===== config.mk =====
export PLATFORM = sky130hd
export DESIGN_NAME = td4_core_flat
export DESIGN_NICKNAME = d
export VERILOG_FILES = /design/src/rtl/td4_core_if.sv /design/src/rtl/td4_core.sv /design/src/flat_wrapper.sv
export SDC_FILE = /design/constraint.sdc
export NUM_CORES = 1
export LEC_CHECK = 0
export BUFFER_PORTS_ARGS = -buffer_cell sky130_fd_sc_hd__buf_4
export CORE_ASPECT_RATIO = 0.7
export CORE_MARGIN = 2
export CORE_UTILIZATION = 25
export DETAILED_ROUTE_END_ITERATION = 16
export HOLD_SLACK_MARGIN = 0.1
export PLACE_DENSITY_LB_ADDON = 0.05
export RECOVER_POWER = 50
export SETUP_SLACK_MARGIN = 0.3
export SLEW_MARGIN = 10
export SYNTH_ARGS = -nofsm -noshare
export SYNTH_HDL_FRONTEND = slang
export SYNTH_SLANG_ARGS = --single-unit

===== constraint.sdc =====
create_clock -name clk -period 4.3 [get_ports clk]
set_input_delay 0.43 -clock clk [delete_from_list [all_inputs] [get_ports clk]]
set_output_delay 0.43 -clock clk [all_outputs]
set_load 0.02 [all_outputs]

===== src/rtl/td4_core_if.sv =====
// Program-ROM / IO bundle of the TD4 core. The core side drives the ROM
// address, the output latch and the register taps; the system side supplies
// the fetched instruction, the input port and the execute enable.
interface td4_core_if;
  logic       clk_en;
  logic [3:0] address;
  logic [7:0] instr;
  logic [3:0] in_port;
  logic [3:0] out_port;
  logic [3:0] reg_a;
  logic [3:0] reg_b;
  logic       carry;

  modport master (
    input  clk_en, instr, in_port,
    output address, out_port, reg_a, reg_b, carry
  );

  modport slave (
    output clk_en, instr, in_port,
    input  address, out_port, reg_a, reg_b, carry
  );
endinterface


===== src/rtl/td4_core.sv =====
// TD4 4-bit CPU core. One instruction retires per enabled clock; the ROM is
// read combinationally from the current PC in the same cycle. Every executed
// instruction goes through a single 5-bit adder (src + Im) whose carry-out
// becomes the new C, so immediate/jump/NOP forms use src = 0 and clear C.
module td4_core #(
  parameter logic [3:0] RESET_PC  = 4'h0,
  parameter logic [3:0] OUT_RESET = 4'h0
) (
  input  logic        clk,
  input  logic        reset,
  td4_core_if.master  bus
);

  typedef enum logic [1:0] {
    DST_NONE,
    DST_A,
    DST_B,
    DST_OUT
  } dst_e;

  logic [3:0] pc_q, a_q, b_q, out_q;
  logic       c_q;

  logic [3:0] opcode, im;
  logic [3:0] src;
  logic [4:0] sum;
  dst_e       dst;
  logic [3:0] pc_nxt, a_nxt, b_nxt, out_nxt;
  logic       c_nxt;

  assign opcode = bus.instr[7:4];
  assign im     = bus.instr[3:0];

  // Decode: pick the adder source and destination, then form next state.
  always_comb begin
    src     = 4'h0;
    dst     = DST_NONE;
    pc_nxt  = pc_q + 4'h1;
    case (opcode)
      4'b0000: begin src = a_q;         dst = DST_A;   end
      4'b0101: begin src = b_q;         dst = DST_B;   end
      4'b0011: begin src = 4'h0;        dst = DST_A;   end
      4'b0111: begin src = 4'h0;        dst = DST_B;   end
      4'b0001: begin src = b_q;         dst = DST_A;   end
      4'b0100: begin src = a_q;         dst = DST_B;   end
      4'b0010: begin src = bus.in_port; dst = DST_A;   end
      4'b0110: begin src = bus.in_port; dst = DST_B;   end
      4'b1001: begin src = b_q;         dst = DST_OUT; end
      4'b1011: begin src = 4'h0;        dst = DST_OUT; end
      4'b1111: pc_nxt = im;
      // Branch tests the carry as it stood before this edge.
      4'b1110: if (!c_q) pc_nxt = im;
      default: ;
    endcase

    sum     = {1'b0, src} + {1'b0, im};
    c_nxt   = sum[4];
    a_nxt   = (dst == DST_A)   ? sum[3:0] : a_q;
    b_nxt   = (dst == DST_B)   ? sum[3:0] : b_q;
    out_nxt = (dst == DST_OUT) ? sum[3:0] : out_q;
  end

  // Architectural state: reset dominates, otherwise retire only when enabled.
  always_ff @(posedge clk) begin
    if (reset) begin
      pc_q  <= RESET_PC;
      a_q   <= 4'h0;
      b_q   <= 4'h0;
      c_q   <= 1'b0;
      out_q <= OUT_RESET;
    end else if (bus.clk_en) begin
      pc_q  <= pc_nxt;
      a_q   <= a_nxt;
      b_q   <= b_nxt;
      c_q   <= c_nxt;
      out_q <= out_nxt;
    end
  end

  assign bus.address  = pc_q;
  assign bus.out_port = out_q;
  assign bus.reg_a    = a_q;
  assign bus.reg_b    = b_q;
  assign bus.carry    = c_q;

endmodule


===== src/flat_wrapper.sv =====
// flat-port wrapper written by rule: the top's interface ports become plain ports
module td4_core_flat 
#(
  parameter logic [3:0] RESET_PC  = 4'h0,
  parameter logic [3:0] OUT_RESET = 4'h0
)
  (clk, reset, bus_clk_en, bus_instr, bus_in_port, bus_address, bus_out_port, bus_reg_a, bus_reg_b, bus_carry);
  td4_core_if bus_i ();
  input  logic clk;
  input  logic reset;
  input wire logic [$bits(bus_i.clk_en)-1:0] bus_clk_en;
  input wire logic [$bits(bus_i.instr)-1:0] bus_instr;
  input wire logic [$bits(bus_i.in_port)-1:0] bus_in_port;
  output wire logic [$bits(bus_i.address)-1:0] bus_address;
  output wire logic [$bits(bus_i.out_port)-1:0] bus_out_port;
  output wire logic [$bits(bus_i.reg_a)-1:0] bus_reg_a;
  output wire logic [$bits(bus_i.reg_b)-1:0] bus_reg_b;
  output wire logic [$bits(bus_i.carry)-1:0] bus_carry;
  assign bus_i.clk_en = bus_clk_en;
  assign bus_i.instr = bus_instr;
  assign bus_i.in_port = bus_in_port;
  assign bus_address = bus_i.address;
  assign bus_out_port = bus_i.out_port;
  assign bus_reg_a = bus_i.reg_a;
  assign bus_reg_b = bus_i.reg_b;
  assign bus_carry = bus_i.carry;
  td4_core #(.RESET_PC(RESET_PC), .OUT_RESET(OUT_RESET)) u_core (.clk(clk), .reset(reset), .bus(bus_i));
endmodule

==> qor.log <==
qor: synth.syn-num-nets 138
qor: power_and_ir_drop.report.power.total 376 uW
qor: synth.yosys-top-cells-count dfxtp_1 (17), nor2_1 (14), mux2i_1 (10)
qor: power_and_ir_drop.p_leak 0.000500 uW
qor: sta.timing.final.crit_share 0.532
qor: power_and_ir_drop.max-vdd-ir-drop 0.000101 V
qor: placed_design.place.detailed.instances 194
qor: worst_setup_path.worstPathRequired 4490 ps
qor: clocking.clock_tree.buffer_depth 2
qor: detailed_routing.route.layer.met1.wl 1.63 mm
qor: run_status.outcome finished clean
qor: worst_hold_path.worst_hold_path_type input port to flip-flop
qor: detailed_routing.drt-pass1-iter-count 4
qor: sta.worstMarginPinSlew 639 ps
qor: worst_setup_path.critPathCaptureType flip-flop
qor: synth.muxShareOfSynthArea 0.0954
qor: synth.most_repeated_cell_in_the_gate_level_netlist_after_synthesis dfxtp_1
qor: floorplanning.die_area 4740 um^2
qor: sta.maxSlewHeadroom 0.571
qor: worst_setup_path.setup.worst_path.class input port to flip-flop
qor: synth.syn-mean-instance-area 8.97 um^2
qor: detailed_routing.totalWireLength 2.92 mm
qor: placed_design.dp.final_hpwl 2.26 mm
qor: global_routing.grt_max_degree 25
qor: synth.synth-adder-area-share 0.0787
qor: sta.whs 483 ps
qor: global_routing.global_route_usage_over_all_layers 0.134
qor: clocking.clock_tree.htree_level_count 1
qor: clocking.tritoncts.num_buffers 3
qor: synth.fraction_of_synthesis_flops_using_an_asynchronous_set_or_reset_pin 0
qor: clocking.postCtsHoldBufs 0
qor: floorplanning.top_level_ports 32
qor: sta.report.final.slew_viol_count 0
qor: global_routing.grt_pass1_wl 4.71 mm
qor: sta.setup_viol_count_final 0
qor: detailed_routing.route.antenna.remaining_nets 0
qor: clocking.cts_post_setup_buffers_inserted 0
qor: global_routing.grt_antenna_before_repair 0
qor: clocking.cts_repair_resize_count 0
qor: detailed_routing.avgRoutedWirePerCell 14.7 um
qor: synth.syn_warnings 0
qor: final_layout.finalNonFillerCells 198
qor: synth.synth-seq-cells 17
qor: floorplanning.chipWidth 81.5 um
qor: synth.synth_seq_area_share 0.324
qor: clocking.clock_tree_from_tritoncts done
qor: final_layout.final_layout_size_suffix_gt1_frac 0.151
qor: sta.period_minus_slack 2290 ps
qor: synth.synth_cell_types 38
qor: global_routing.grt_pass1_vias 890
qor: final_layout.area_overhead_of_the_layout_relative_to_synthesis 24.3%
qor: floorplanning.coreArea 3970 um^2
qor: synth.synth_area_leader_cell dfxtp_1
qor: global_routing.grt_overflow_total 0
qor: synth.yosys.area_share.simple 0.234
qor: synth.synth.top_cells.by_area dfxtp_1 (32%), mux2i_1 (9.5%), ha_1 (6.0%)
qor: sta.worst_clock_skew 1.45 ps
qor: clocking.clkSinkCount 17
qor: final_layout.antenna-diode-count 0
qor: detailed_routing.detailroute.wirelength.met3 136 um
qor: sta.max_clock_freq 437 MHz
qor: final_layout.finish.net_count 168
qor: synth.dominantRegCellSynth dfxtp_1
qor: placed_design.gp_congestion 0.789
qor: synth.yosysTopAreaCellShare 0.324
qor: clocking.clkTransAtPathRegs 70 ps
qor: floorplanning.initial_util 0.264
qor: synth.synth-compound-area-share 0.198
qor: synth.yosys.area_share.xor_xnor 0.00834
qor: clocking.clock_tree.root_cell clkbuf_8
qor: detailed_routing.detail_route.drc_violations 0
qor: sta.finalSetupTns 0 ps
qor: floorplanning.floorplan.rows 19
qor: job.max_cap_violations 0
qor: detailed_routing.vias_after_detailed_routing 968
qor: worst_setup_path.critPathMaxFanout 7
qor: placed_design.port-buffer-count 31
qor: synth.synth_enable_flop_cells 0
qor: synth.largest_family_of_logic_cells_by_synthesized_area simple AND/OR/NAND/NOR gates
qor: sta.report.final.hold_viol_count 0
qor: detailed_routing.top_layer_used met4
qor: worst_setup_path.setup.worst_path.start_class input port
qor: synth.post_synthesis_instance_area 1050 um^2
qor: detailed_routing.vias_per_cell 4.89
qor: clocking.clkLatencyLatePin 250 ps
qor: power_and_ir_drop.powerDensity 288 nW/um^2
qor: sta.grt_setup_unrepaired no
qor: detailed_routing.drt_iter0_drc 60
qor: detailed_routing.met2RoutedLength 1.13 mm
qor: worst_setup_path.timing.critical_path.arrival 2480 ps
qor: synth.syn-instance-count 117
qor: floorplanning.die_y 58.2 um
==> critical path, stage by stage <==
cell and delay [ps]:
buf_4 150, a211oi_1 560, o2bb2ai_1 180, ha_1 190, inv_1 60, fa_1 410, xnor2_1 280, mux2i_1 120
nor2_1 100
==> registers in the layout, indices dropped and copies added (netlist names) <==
name                 cells
u_core.bus.reg_a         4
u_core.bus.address       4
u_core.bus.out_port      4
u_core.bus.reg_b         4
u_core.bus.carry         1
==> cells by family after synthesis <==
logic type	after synthesis
flops	17
xor+xnor	1
simple gates	40
mux	10
compound gates	28
buf+inv	15
fa+ha+maj	6
==> layout by cell type (no fill, tap or decap), types with 2 or more instances in the layout <==
cell	instances
a311oi_1	2
clkbuf_8	3
a211oi_1	4
o311ai_1	2
ha_1	5
a21oi_1	2
nor2b_1	4
inv_1	9
clkbuf_1	16
a31oi_1	2
buf_4	16
dfxtp_1	17
o311ai_0	3
and3b_1	2
a21o_1	2
o211ai_1	3
o2bb2ai_1	3
nor3b_1	2
nor2_1	14
mux2i_1	10
nand2b_1	2
nand3_1	2
and3_1	2
nand4b_1	3
o21ai_0	3
==> path summary, 6_finish.rpt <==
kind	slack, ps	start	cells after the start	endpoint
hold / removal	480	bus_clk_en	2	u_core.bus.carry$_SDFFE_PP0P_
hold reg to reg	490	u_core.bus.out_port[0]$_SDFFE_PP0P_	2	u_core.bus.out_port[0]$_SDFFE_PP0P_
setup / recovery	2010	bus_instr[5]	9	u_core.bus.reg_a[2]$_SDFFE_PP0P_
setup reg to reg	2520	u_core.bus.reg_a[0]$_SDFFE_PP0P_	8	u_core.bus.reg_a[2]$_SDFFE_PP0P_
==> where the power goes <==
group / switching (uW) / internal (uW) / leakage, uW / total [uW]
clock network: 59.9 / 65.9 / 0.0000228 / 126
logic: 45.1 / 32.1 / 0.000339 / 77.2
registers: 7.64 / 165 / 0.000139 / 173
==> metrics by stage <==
| stage | worst slack, ps | utilization | cell area (um^2) |
|---|---|---|---|
| 2_1_floorplan | 2060 | - | 1050 |
| 5_1_grt | 1820 | 0.329 | 1310 |
| 3_5_place_dp | 1740 | 0.332 | 1320 |
| 3_3_place_gp | 1920 | 0.332 | 1320 |
| 4_1_cts | 2010 | 0.343 | 1360 |
| 6_report | 2010 | 0.329 | 1310 |
==> layer usage <==
layer  track usage  up-vias
met5             0        -
met4        0.0218        0
met3        0.0374        2
met2         0.176       26
met1         0.213      447
li1              -      493
==> layout make-up <==
type,count,area (um^2)
fillers,426,2670
multi-input cells,85,644
repair buffers,31,176
inverters,9,33.8
flip-flops and latches,17,340
well taps,52,65.1
clock buffers,4,45.0
Power figures use the tool's default switching activity.
